### config.mk
export PLATFORM = sky130hd
export DESIGN_NAME = alu_control_pipe
export DESIGN_NICKNAME = d
export VERILOG_FILES = /design/src/rtl/alu_ctrl_pkg.sv /design/src/rtl/alu_ctrl_decode.sv /design/src/rtl/alu_control_pipe.sv
export SDC_FILE = /design/constraint.sdc
export NUM_CORES = 1
export LEC_CHECK = 0
export CORE_ASPECT_RATIO = 1.1
export CORE_MARGIN = 2
export CORE_UTILIZATION = 45
export CTS_CLUSTER_DIAMETER = 200
export CTS_CLUSTER_SIZE = 14
export DETAILED_ROUTE_END_ITERATION = 7
export PLACE_DENSITY = 0.77
export REMOVE_ABC_BUFFERS = 1
export SKIP_CTS_REPAIR_TIMING = 1
export SYNTH_ARGS = -nofsm -noshare
export SYNTH_HDL_FRONTEND = slang
export SYNTH_SLANG_ARGS = --single-unit
export TNS_END_PERCENT = 30
### constraint.sdc
create_clock -name clk -period 2.4 [get_ports clk]
set_clock_uncertainty 0.1 [all_clocks]
set_input_delay 0.24 -clock clk [delete_from_list [all_inputs] [get_ports clk]]
set_output_delay 0.24 -clock clk [all_outputs]
set_load 0.05 [all_outputs]
### src/rtl/alu_ctrl_pkg.sv
`default_nettype none
// ============================================================================
// Module      : alu_ctrl_pkg
// Description : Shared encodings for the ALU control path: ALUop codes, the
//               R-type funct values that are decoded, the ALU selector
//               values and the state encoding of the registered wrapper.
// Revision    : 1.0 - initial release
// ============================================================================
package alu_ctrl_pkg;

    // ALUop field from the main decoder
    localparam logic [1:0] ALUOP_MEM    = 2'b00;  // load/store address add
    localparam logic [1:0] ALUOP_BRANCH = 2'b01;  // branch compare subtract
    localparam logic [1:0] ALUOP_RTYPE  = 2'b10;  // decode funct
    localparam logic [1:0] ALUOP_RSVD   = 2'b11;  // reserved, always illegal

    // R-type funct codes (6-bit base encoding, zero-extended by users)
    localparam logic [5:0] FN_ADD  = 6'b100000;
    localparam logic [5:0] FN_SUB  = 6'b100010;
    localparam logic [5:0] FN_AND  = 6'b100100;
    localparam logic [5:0] FN_OR   = 6'b100101;
    localparam logic [5:0] FN_SLT  = 6'b101010;
    localparam logic [5:0] FN_MULT = 6'b011000;
    localparam logic [5:0] FN_DIV  = 6'b011010;

    // ALU selector codes (4-bit base encoding; SEL_ILL is all-ones at any width)
    localparam logic [3:0] SEL_AND = 4'b0000;
    localparam logic [3:0] SEL_OR  = 4'b0001;
    localparam logic [3:0] SEL_ADD = 4'b0010;
    localparam logic [3:0] SEL_SUB = 4'b0110;
    localparam logic [3:0] SEL_SLT = 4'b0111;
    localparam logic [3:0] SEL_MUL = 4'b1000;
    localparam logic [3:0] SEL_DIV = 4'b1001;
    localparam logic [3:0] SEL_ILL = 4'b1111;

    // Registered wrapper states
    typedef enum logic [1:0] {
        ST_IDLE = 2'd0,
        ST_WAIT = 2'd1,
        ST_HOLD = 2'd2
    } state_t;

endpackage : alu_ctrl_pkg
`default_nettype wire

### src/rtl/alu_ctrl_decode.sv
`default_nettype none
// ============================================================================
// Module      : alu_ctrl_decode
// Description : Purely combinational ALU control decoder. Maps {aluop, funct}
//               to an ALU selector and flags multi-cycle and illegal ops.
//               Usable on its own by a single-cycle datapath.
// Ports       : aluop   in  2        ALUop from main decoder
//               funct   in  FUNCT_W  R-type funct field (used for aluop 10)
//               sel     out SEL_W    ALU selector
//               multi   out 1        op is MULT or DIV
//               illegal out 1        undefined encoding (sel is all-ones)
// Revision    : 1.0 - initial release
// ============================================================================
module alu_ctrl_decode
    import alu_ctrl_pkg::*;
#(
    parameter int FUNCT_W = 6,
    parameter int SEL_W   = 4
) (
    input  logic [1:0]         aluop,
    input  logic [FUNCT_W-1:0] funct,
    output logic [SEL_W-1:0]   sel,
    output logic               multi,
    output logic               illegal
);

    // Size-cast constants so the compare covers every funct bit; any set bit
    // above the base 6-bit encoding makes the op illegal.
    localparam logic [FUNCT_W-1:0] c_FN_ADD  = FUNCT_W'(FN_ADD);
    localparam logic [FUNCT_W-1:0] c_FN_SUB  = FUNCT_W'(FN_SUB);
    localparam logic [FUNCT_W-1:0] c_FN_AND  = FUNCT_W'(FN_AND);
    localparam logic [FUNCT_W-1:0] c_FN_OR   = FUNCT_W'(FN_OR);
    localparam logic [FUNCT_W-1:0] c_FN_SLT  = FUNCT_W'(FN_SLT);
    localparam logic [FUNCT_W-1:0] c_FN_MULT = FUNCT_W'(FN_MULT);
    localparam logic [FUNCT_W-1:0] c_FN_DIV  = FUNCT_W'(FN_DIV);

    always_comb begin
        sel     = '1;
        multi   = 1'b0;
        illegal = 1'b1;
        case (aluop)
            ALUOP_MEM: begin
                sel     = SEL_W'(SEL_ADD);
                illegal = 1'b0;
            end
            ALUOP_BRANCH: begin
                sel     = SEL_W'(SEL_SUB);
                illegal = 1'b0;
            end
            ALUOP_RTYPE: begin
                illegal = 1'b0;
                case (funct)
                    c_FN_ADD:  sel = SEL_W'(SEL_ADD);
                    c_FN_SUB:  sel = SEL_W'(SEL_SUB);
                    c_FN_AND:  sel = SEL_W'(SEL_AND);
                    c_FN_OR:   sel = SEL_W'(SEL_OR);
                    c_FN_SLT:  sel = SEL_W'(SEL_SLT);
                    c_FN_MULT: begin
                        sel   = SEL_W'(SEL_MUL);
                        multi = 1'b1;
                    end
                    c_FN_DIV: begin
                        sel   = SEL_W'(SEL_DIV);
                        multi = 1'b1;
                    end
                    default: begin
                        sel     = '1;
                        illegal = 1'b1;
                    end
                endcase
            end
            default: begin
                sel     = '1;
                illegal = 1'b1;
            end
        endcase
    end

endmodule : alu_ctrl_decode
`default_nettype wire

### src/rtl/alu_control_pipe.sv
`default_nettype none
// ============================================================================
// Module      : alu_control_pipe
// Description : Registered, valid/ready handshaked ALU control stage. Decodes
//               {aluop, funct}, holds the result for the execute stage, and
//               stalls MULT/DIV for MULTI_CYCLES cycles before presenting them.
// Ports       : clk, rst             clock, synchronous active-high reset
//               flush                drop any held or in-flight op
//               in_valid / in_ready  decode-side handshake
//               aluop, funct         op to decode
//               out_valid/out_ready  execute-side handshake
//               sel, multi, illegal  registered decode result
//               busy                 multi-cycle countdown in progress
// Revision    : 1.0 - initial release
// ============================================================================
module alu_control_pipe
    import alu_ctrl_pkg::*;
#(
    parameter int FUNCT_W      = 6,
    parameter int SEL_W        = 4,
    parameter int MULTI_CYCLES = 4
) (
    input  logic               clk,
    input  logic               rst,
    input  logic               flush,
    input  logic               in_valid,
    output logic               in_ready,
    input  logic [1:0]         aluop,
    input  logic [FUNCT_W-1:0] funct,
    output logic               out_valid,
    input  logic               out_ready,
    output logic [SEL_W-1:0]   sel,
    output logic               multi,
    output logic               illegal,
    output logic               busy
);

    localparam int                 c_CNT_W    = $clog2(MULTI_CYCLES + 1);
    localparam logic [c_CNT_W-1:0] c_CNT_LOAD = c_CNT_W'(MULTI_CYCLES - 1);
    localparam logic [c_CNT_W-1:0] c_CNT_ONE  = c_CNT_W'(1);
    // With a single execute cycle a multi op needs no countdown at all.
    localparam bit                 c_HAS_WAIT = (MULTI_CYCLES > 1);

    state_t               r_state;
    logic [c_CNT_W-1:0]   r_cnt;
    logic [SEL_W-1:0]     r_sel;
    logic                 r_multi;
    logic                 r_illegal;
    logic                 r_out_valid;
    logic                 r_busy;

    logic [SEL_W-1:0]     w_sel;
    logic                 w_multi;
    logic                 w_illegal;
    logic                 w_in_ready;
    logic                 w_accept;
    logic                 w_drain;

    alu_ctrl_decode #(
        .FUNCT_W (FUNCT_W),
        .SEL_W   (SEL_W)
    ) u_decode (
        .aluop   (aluop),
        .funct   (funct),
        .sel     (w_sel),
        .multi   (w_multi),
        .illegal (w_illegal)
    );

    // HOLD accepts only when the held op drains in the same cycle, so the
    // register is never overwritten with an unconsumed result.
    assign w_in_ready = !rst && !flush &&
                        ((r_state == ST_IDLE) || ((r_state == ST_HOLD) && out_ready));
    assign w_accept   = in_valid && w_in_ready;
    assign w_drain    = r_out_valid && out_ready;

    always_ff @(posedge clk) begin
        if (rst) begin
            r_state     <= ST_IDLE;
            r_cnt       <= '0;
            r_sel       <= '0;
            r_multi     <= 1'b0;
            r_illegal   <= 1'b0;
            r_out_valid <= 1'b0;
            r_busy      <= 1'b0;
        end else if (flush) begin
            r_state     <= ST_IDLE;
            r_cnt       <= '0;
            r_out_valid <= 1'b0;
            r_busy      <= 1'b0;
        end else begin
            case (r_state)
                ST_IDLE, ST_HOLD: begin
                    if (w_accept) begin
                        r_sel     <= w_sel;
                        r_multi   <= w_multi;
                        r_illegal <= w_illegal;
                        if (w_multi && c_HAS_WAIT) begin
                            r_state     <= ST_WAIT;
                            r_cnt       <= c_CNT_LOAD;
                            r_busy      <= 1'b1;
                            r_out_valid <= 1'b0;
                        end else begin
                            r_state     <= ST_HOLD;
                            r_cnt       <= '0;
                            r_busy      <= 1'b0;
                            r_out_valid <= 1'b1;
                        end
                    end else if (w_drain) begin
                        r_state     <= ST_IDLE;
                        r_out_valid <= 1'b0;
                    end
                end
                ST_WAIT: begin
                    // The <= compare also keeps the counter from wrapping.
                    if (r_cnt <= c_CNT_ONE) begin
                        r_state     <= ST_HOLD;
                        r_cnt       <= '0;
                        r_busy      <= 1'b0;
                        r_out_valid <= 1'b1;
                    end else begin
                        r_cnt <= r_cnt - c_CNT_ONE;
                    end
                end
                default: begin
                    r_state     <= ST_IDLE;
                    r_cnt       <= '0;
                    r_busy      <= 1'b0;
                    r_out_valid <= 1'b0;
                end
            endcase
        end
    end

    assign in_ready  = w_in_ready;
    assign out_valid = r_out_valid;
    assign sel       = r_sel;
    assign multi     = r_multi;
    assign illegal   = r_illegal;
    assign busy      = r_busy;

endmodule : alu_control_pipe
`default_nettype wire
# After elaboration in Yosys (flattened, before gate mapping)
# Cells that the tools add are included.
[totals]
regBits = 13
elab_cells = 66
output_inout_bits = 9
input_bits = 13
[op_classes]
add_sub_neg = 1
n_reduce_logical = 18
mux = 24
bitwise = 1
n_eq_ne = 14
order_cmp = 1
[op_table]
columns = ["cell", "count"]
rows = [
  ["$eq 6x6->1 const B", 5],
  ["$pmux 4 s7", 1],
  ["$eq 6x5->1 const B", 2],
  ["$pmux 4 s3", 1],
  ["$mux 1", 10],
  ["$mux 2", 5],
  ["$reduce_or 2->1", 4],
  ["$reduce_or 7->1", 1],
  ["$mux 3", 2],
  ["$pmux 1 s2", 3],
  ["$pmux 3 s2", 1],
  ["$logic_and 1x1->1", 5],
  ["$eq 2x1->1 const B", 2],
  ["$eq 2x2->1 const B", 2],
  ["$logic_not 2->1", 2],
  ["$ne 2x2->1 const B", 2],
  ["$pmux 2 s2", 1],
  ["$reduce_and 2->1", 2],
  ["$le 3x1->1 const B", 1],
  ["$ne 3x3->1 const B", 1],
  ["$reduce_and 3->1", 1],
  ["$sub 3x1->3 const B", 1],
  ["$logic_not 1->1", 2],
  ["$logic_or 1x1->1", 1],
  ["$not 1->1", 1],
]

# Logic depth before layout (Yosys ltp)
[depth]
word_depth = 7
ltp_mapped = 6
ltp_nobuf = 6

# By module
# Synthesis repeated with hierarchy kept, for this count alone.
[unflattened]
cells_unflattened = 88
area_unflattened_um2 = 804.5
[by_module_without_submodules]
columns = ["mod", "instances", "seq_area_each_um2", "cells_each", "area_each_um2"]
rows = [
  ["alu_control_pipe", 1, 240.2, 68, 656.9],
  ["alu_ctrl_decode", 1, 0.0, 20, 147.6],
]

# Worst setup path before layout
# Ideal clock, no wire load.
[synth_timing]
path_type = "reg-to-reg"
from = "register r_state[0]"
to = "register r_state[0]"
path_stages_with_launch = 7
setup_slack_ps = 576
n_path_buf = 2
required_time_ps = 2234
setup_ps = 66
synth_period_minus_slack_ps = 1824
t_arrival_ps = 1657
cell_sequence = "dfxtp_1 buf_6 or3_4 or3b_1 buf_6 or2_4 a21oi_2"
[synth_between]
elab_chain_len = 7
elab_cells_between_ends = 13
classes_between = "4 x eq/ne; 2 x mux; 7 x reduce/logical"
[synth_rtl]
columns = ["item", "line_no", "rtl"]
rows = [
  ["start, declared", "alu_control_pipe.sv:44", "state_t r_state;"],
  ["start signal, assigned", "alu_control_pipe.sv:79", "r_state <= ST_IDLE;"],
  ["start signal, assigned", "alu_control_pipe.sv:87", "r_state <= ST_IDLE;"],
  ["start signal, assigned", "alu_control_pipe.sv:99", "r_state <= ST_WAIT;"],
  ["$eq 2x2->1", "alu_control_pipe.sv:73, alu_control_pipe.sv:92", ""],
  ["$logic_and 1x1->1", "alu_control_pipe.sv:73", "((r_state == ST_IDLE) || ((r_state == ST_HOLD) && out_ready));"],
  ["$logic_or 1x1->1", "alu_control_pipe.sv:73", ""],
  ["$logic_and 1x1->1", "alu_control_pipe.sv:72", "assign w_in_ready = !rst && !flush &&"],
  ["$logic_and 1x1->1", "alu_control_pipe.sv:74", "assign w_accept = in_valid && w_in_ready;"],
  ["$mux 2 or $ne 3x3->1 (tied branches)", "-", ""],
  ["$pmux 2 s2 or $reduce_and 2->1 (tied branches)", "-", ""],
]
# Several ways; a longest one is shown, not always the timed one.
# A chain may end at the register's enable or synchronous reset.

# Worst setup path in the final report
[layout_timing]
from = "input port flush"
to = "register r_multi (netlist: multi)"
[layout_between]
elab_chain_len = 5
elab_cells_between_ends = 6
classes_between = "1 x bitwise; 5 x reduce/logical"
[layout_rtl]
columns = ["item", "line_no", "rtl"]
rows = [
  ["start, declared", "alu_control_pipe.sv:25", "input logic flush,"],
  ["$logic_not 1->1", "alu_control_pipe.sv:72", ""],
  ["$logic_and 1x1->1 (2 in a row)", "alu_control_pipe.sv:72", ""],
  ["$logic_and 1x1->1", "alu_control_pipe.sv:74", ""],
  ["$reduce_and 3->1 (no source line) *", "-", ""],
  ["end signal, assigned", "alu_control_pipe.sv:96", "r_multi <= w_multi;"],
  ["end, declared", "alu_control_pipe.sv:47", "logic r_multi;"],
]
# Mark *: on every way between the ends. The rest lies on a longest branch, timed or not.

==> out/results.ini <==
[synthesis]
ys_warn_count=0
synth.avg_cell_area_um2=8.28
synth_edf_count=0
ys_ff_latch=12
yosys-top-cells-count=12 x dfxtp_1, 9 x nand2_1, 6 x a21oi_1, 6 x nor2_1, 5 x inv_1
synthArstFlopShare_pct=0
netlist.area_leader.share_pct=32.6
post-synth-top-count-cell=dfxtp_1
ys_types=35
ys.flop_type=dfxtp_1
synth_area_leaders=dfxtp_1 33%, nand2_1 4.6%, a21oi_1 4.1%
netlist_area_um2=737
ys_seq_area_share_pct=32.6
yosysTopAreaCell=dfxtp_1
synth_cells=89

[power]
internal-power_w=0.000342
power_density_nw_per_um2=462
switching_power_w=0.000127
clkPwrFrac_pct=35.3
vdd_drop_max_uv=362
p_leak_nw=0.387
design_power_total_w=0.000469
p_comb_share_pct=20.6
p_sw_share_pct=27.1
p_seq_share_pct=44.1

[grt]
grtUsageTotal_pct=18.7
antenna_found_initial=0
grt_first_pass_wirelength_um=2690
grt-ovfl-total=0
first_global_vias=710
grt_max_degree=11

[timing]
tns_ns=0
setup_viol=0
worst_pin_slew_ns=0.495
hold_viol_final=0
period_minus_slack_ns=1.93
max_freq_mhz=519
drv_slew=0
rsz0062_at_grt=false
relSlewSlack_pct=66.5
fin_crit_sh_pct=80.2

[worst_setup_path]
worstSetupPathType=in2reg
cp-end-kind=flip-flop
arrival_ns=2.03
worstPathMaxFanout=7
cp.required_ns=2.51
critPathLaunchType=input port

[floorplan]
placementRows=15
core_um2=1560
chipHeight_um=46.4
initial_utilization_pct=47.3
dieArea_um2=1980
io_pins=22
die_x_um=42.6

[route]
vias_per_cell=5.61
vias=740
drtIter0Drc=6
drt_pass1_iterations=4
wl_per_cell_um=12.8
ant_nets=0
routed_wl_um=1690
drcViolationCount=0

[cells_and_area]
nNetsFinal=131
area_delta_synth_final_pct=38.0
fill_cells=141
n_antenna_cell=0
drive_above_1_share_pct=11.3

[placed_design]
gp_congestion=0.853
dp_hpwl_um=1380
port_buffers=21

[clocking]
worstSkewPairLatency_ns=0.28
clockRootBuffer=clkbuf_4
cts.sinks=12
cts_buffers=3
cts_max_path_buffers=2
cts.htree.levels=1
clk_pin_slew_ns=0.07
cts_tree=built

[run]
cap_violations=0

[status]
status=completed

[hold_path]
hold_path.class=reg2reg

## flip-flops by register name, indices dropped and copies added, names as in the netlist
signal,count
sel,4
r_cnt,3
busy,1
illegal,1
multi,1
out_valid,1
r_state,1
## power groups by stage
stage | registers, W | clock network, W | logic (W)
after floorplan | 0.000226 | 0 | 0.0000316
after global placement | 0.000212 | 0 | 0.0000962
after detailed placement | 0.000212 | 0 | 0.0000967
after CTS | 0.000207 | 0.000170 | 0.0000972
after global routing | 0.000208 | 0.000174 | 0.000104
final | 0.000207 | 0.000166 | 0.0000968
## cell usage in the layout (no fill, tap or decap), types with 2 or more instances in the layout
cell and n:
nand4b_1 2, buf_4 4, nor2_1 6, nand3_1 4, a21o_1 3, a21oi_1 6
nor3b_1 2, nand2b_1 3, nor2b_1 4, o211ai_1 2, inv_1 5, o21bai_1 2
nor3_1 2, ha_1 2, a31oi_1 2, o21ai_0 3, dfxtp_1 12, a211oi_1 2
clkbuf_4 3, nand2_1 9, clkdlybuf4s50_1 20
## per-layer routing
| layer | vias to the layer above | routed length [um] | global-route usage, % |
|---|---|---|---|
| li1 | 380 | - | - |
| met1 | 336 | 731 | 19.8 |
| met2 | 20 | 850 | 34.8 |
| met3 | 4 | 80 | 3.92 |
| met4 | 0 | 26 | 10.6 |
| met5 | - | 0 | 0 |
## logic make-up after synthesis
logic type | count (synthesis) | share of synthesized area [%]
buf+inv | 8 | 6.28
mux | 1 | 1.36
fa+ha+maj | 2 | 3.40
simple gates | 38 | 28.9
compound gates | 28 | 27.5
flops | 12 | 32.6
## path summary, 6_finish.rpt
path / from / endpoint / slack (ns) / cells after the start
min: illegal / illegal / 0.36 / 2
max reg2reg: r_state[0] / multi / 0.48 / 4
min reg2reg: illegal / illegal / 0.36 / 2
max: flush / multi / 0.47 / 5
## metrics by stage
stage	setup slack (ns)	std cells	hold WS, ns	util (%)	cell area, um2
floorplan	0.628	86	0.209	-	709
global placement	0.225	128	0.352	63.0	981
detailed placement	0.199	128	0.357	63.0	981
CTS	0.476	132	0.372	65.3	1020
global route	0.389	132	0.389	65.3	1020
finish	0.475	132	0.365	65.3	1020
## final cells by class
| type | instances | area [um2] | share of cell area, % |
|---|---|---|---|
| Clock buffer | 4 | 36.3 | 3.57 |
| Multi-Input combinational cell | 69 | 450 | 44.3 |
| Inverter | 5 | 18.8 | 1.85 |
| Tap cell | 17 | 21.3 | 2.09 |
| Sequential cell | 12 | 240 | 23.6 |
| Timing Repair Buffer | 25 | 250 | 24.6 |
## critical path: stages
cell and delay (ns):
clkdlybuf4s50_1 0.47, or3_4 0.41, or3b_1 0.48, or2_4 0.31, a21oi_1 0.12
Power figures use the tool's default switching activity.
==> RTL change: new RTL, same flow settings <==
Reset style: asynchronous (`rst`), changed in one clocked block. Comments in the files are not updated.
--- a/src/rtl/alu_control_pipe.sv
+++ b/src/rtl/alu_control_pipe.sv
@@ -75,5 +75,5 @@
     assign w_drain    = r_out_valid && out_ready;
 
-    always_ff @(posedge clk) begin
+    always_ff @(posedge clk or posedge rst) begin
         if (rst) begin
             r_state     <= ST_IDLE;
Behaviour: differs if rst is asserted again (counterexample within 4 cycles, from zero or initial values and one cycle with rst high); with rst held inactive, the same outputs for 10 cycles.
==> RTL change against the original RTL <==
- setup slack better by 35 ps
- synthesized cell count shrank 11%
- cell area is 1.6% higher
- largest cell class unchanged
- routed wire length increased by 1.0%
- area after synthesis increased by 4.1%
- highest routed layer unchanged
- power is 17% higher
- sequential cell count stayed put
==> RTL change: results (changes against the original RTL) <==
Outcome - finished clean
Initial antenna violation count - 0 (unchanged)
Worst path max stage delay - 830 ps (+350 ps)
Syn Area/Cell - 9.71 sq um (+17%)
Via density - 5.73 (+2.3%)
CP max FO - 4 (-3)
Worst path top cell family by delay - buffers and inverters
Fin cells - 120 (-9.1%)
DP Area - 997 sq um (+1.7%)
Worst skew pair latency - 270 ps
H-tree depth - 1 (unchanged)
Detailed placement HPWL - 1390 um (+0.80%)
Pre-Repair DR Iteration Count - 4 (unchanged)
GRT Util Overall - 0.194 (+0.00678)
Worst EP arrival - 1550 ps (-480 ps)
Worst vdd ir - 0.269 mV (-26%)
CTS Root Buffer Type - clkbuf_4
Slowest cell on crit path - clkdlybuf4s50_1
Main synth FF type - dfrtp_1
Input/output buffers - 21 (unchanged)
Commonest cells in the netlist - dfrtp_1, nand2_1, inv_1, nor2_1
Cell variety after synth - 37 (+5.7%)
Initial DRC count - 8 (+2)
Largest net degree at the start of global routing - 14 (+3)
DR WL/cell - 14.2 um (+11%)
YS warnings - 0 (unchanged)
Gpl congestion - 0.818 (-4.1%)
Vias in the first global route - 673 (-5.2%)
Seq/Total Area, Yosys - 0.392 (+0.0655)
# diodes - 0 (unchanged)
Leakage power - 0.430 nW (+11%)
Area contributors post-synth - dfrtp_1, nand2_1, ha_1
Worst slack at placement - 422 ps (+223 ps)
Clock-pin slew on the worst setup and hold paths - 80 ps
Max reg flops - 4 (unchanged)
CTS max path bufs - 2 (unchanged)
Total CTS buffers - 3 (unchanged)
Worst-margin pin slew - 496 ps (+1.28 ps)
Hold Path Class - input port to async pin
Reg2Reg Depth - 6 (+2)
Layout cells sized above 1 - 0.0971 (-0.0160)
Async SR Flop Fraction - 1.00 (+1.00)
First-pass GRT wire length - 2870 um (+6.7%)
RTL change: cell count changes in the layout (fill, tap and decap cells not counted), sizes merged, moves of 3 or more:
cell | before | now
a21oi | 7 | 3
dfxtp | 12 | 0
and2 | 0 | 3
dfrtp | 0 | 12
buf | 5 | 2
RTL change: path summary, 6_finish.rpt:
kind | from | slack [ps] | end
max | r_state[1] | 510 | out_valid
min | rst | 180 | r_cnt[1]
max reg2reg | r_cnt[1] | 680 | r_cnt[1]
min reg2reg | illegal | 390 | illegal
max in group asynchronous | rst | 1860 | sel[3]
min in group clk | illegal | 390 | illegal
RTL change: metal layers:
metal	wire length, um	part of all wire	track usage	vias up
li1	-	-	-	341
met1	717	0.42	0.220	327
met2	897	0.53	0.355	16
met3	57	0.033	0.0308	4
met4	33	0.019	0.103	0
met5	0	0	0	-
RTL change: cell families (layout without fill, tap and decap cells):
group / after synthesis / in the layout / share of synthesized area
compound gates: 23 / 23 / 0.223
xor+xnor: 2 / 2 / 0.0228
fa+ha+maj: 2 / 2 / 0.0326
buf+inv: 6 / 30 / 0.0440
flops: 12 / 12 / 0.392
mux: 1 / 1 / 0.0131
simple gates: 33 / 33 / 0.272
RTL change: cell type report:
class / count / area (sq um)
timing repair buffer: 22 / 228
tap: 17 / 21.3
fill: 138 / 543
sequential: 12 / 300
multi-input combinational: 61 / 433
inverter: 4 / 15.0
clock buffer: 4 / 36.3
RTL change: power by group:
group / internal, mW / switching, mW / leakage, nW
combinational: 0.0693 / 0.0959 / 0.255
sequential: 0.217 / 0.00910 / 0.154
clock: 0.0921 / 0.0687 / 0.0210
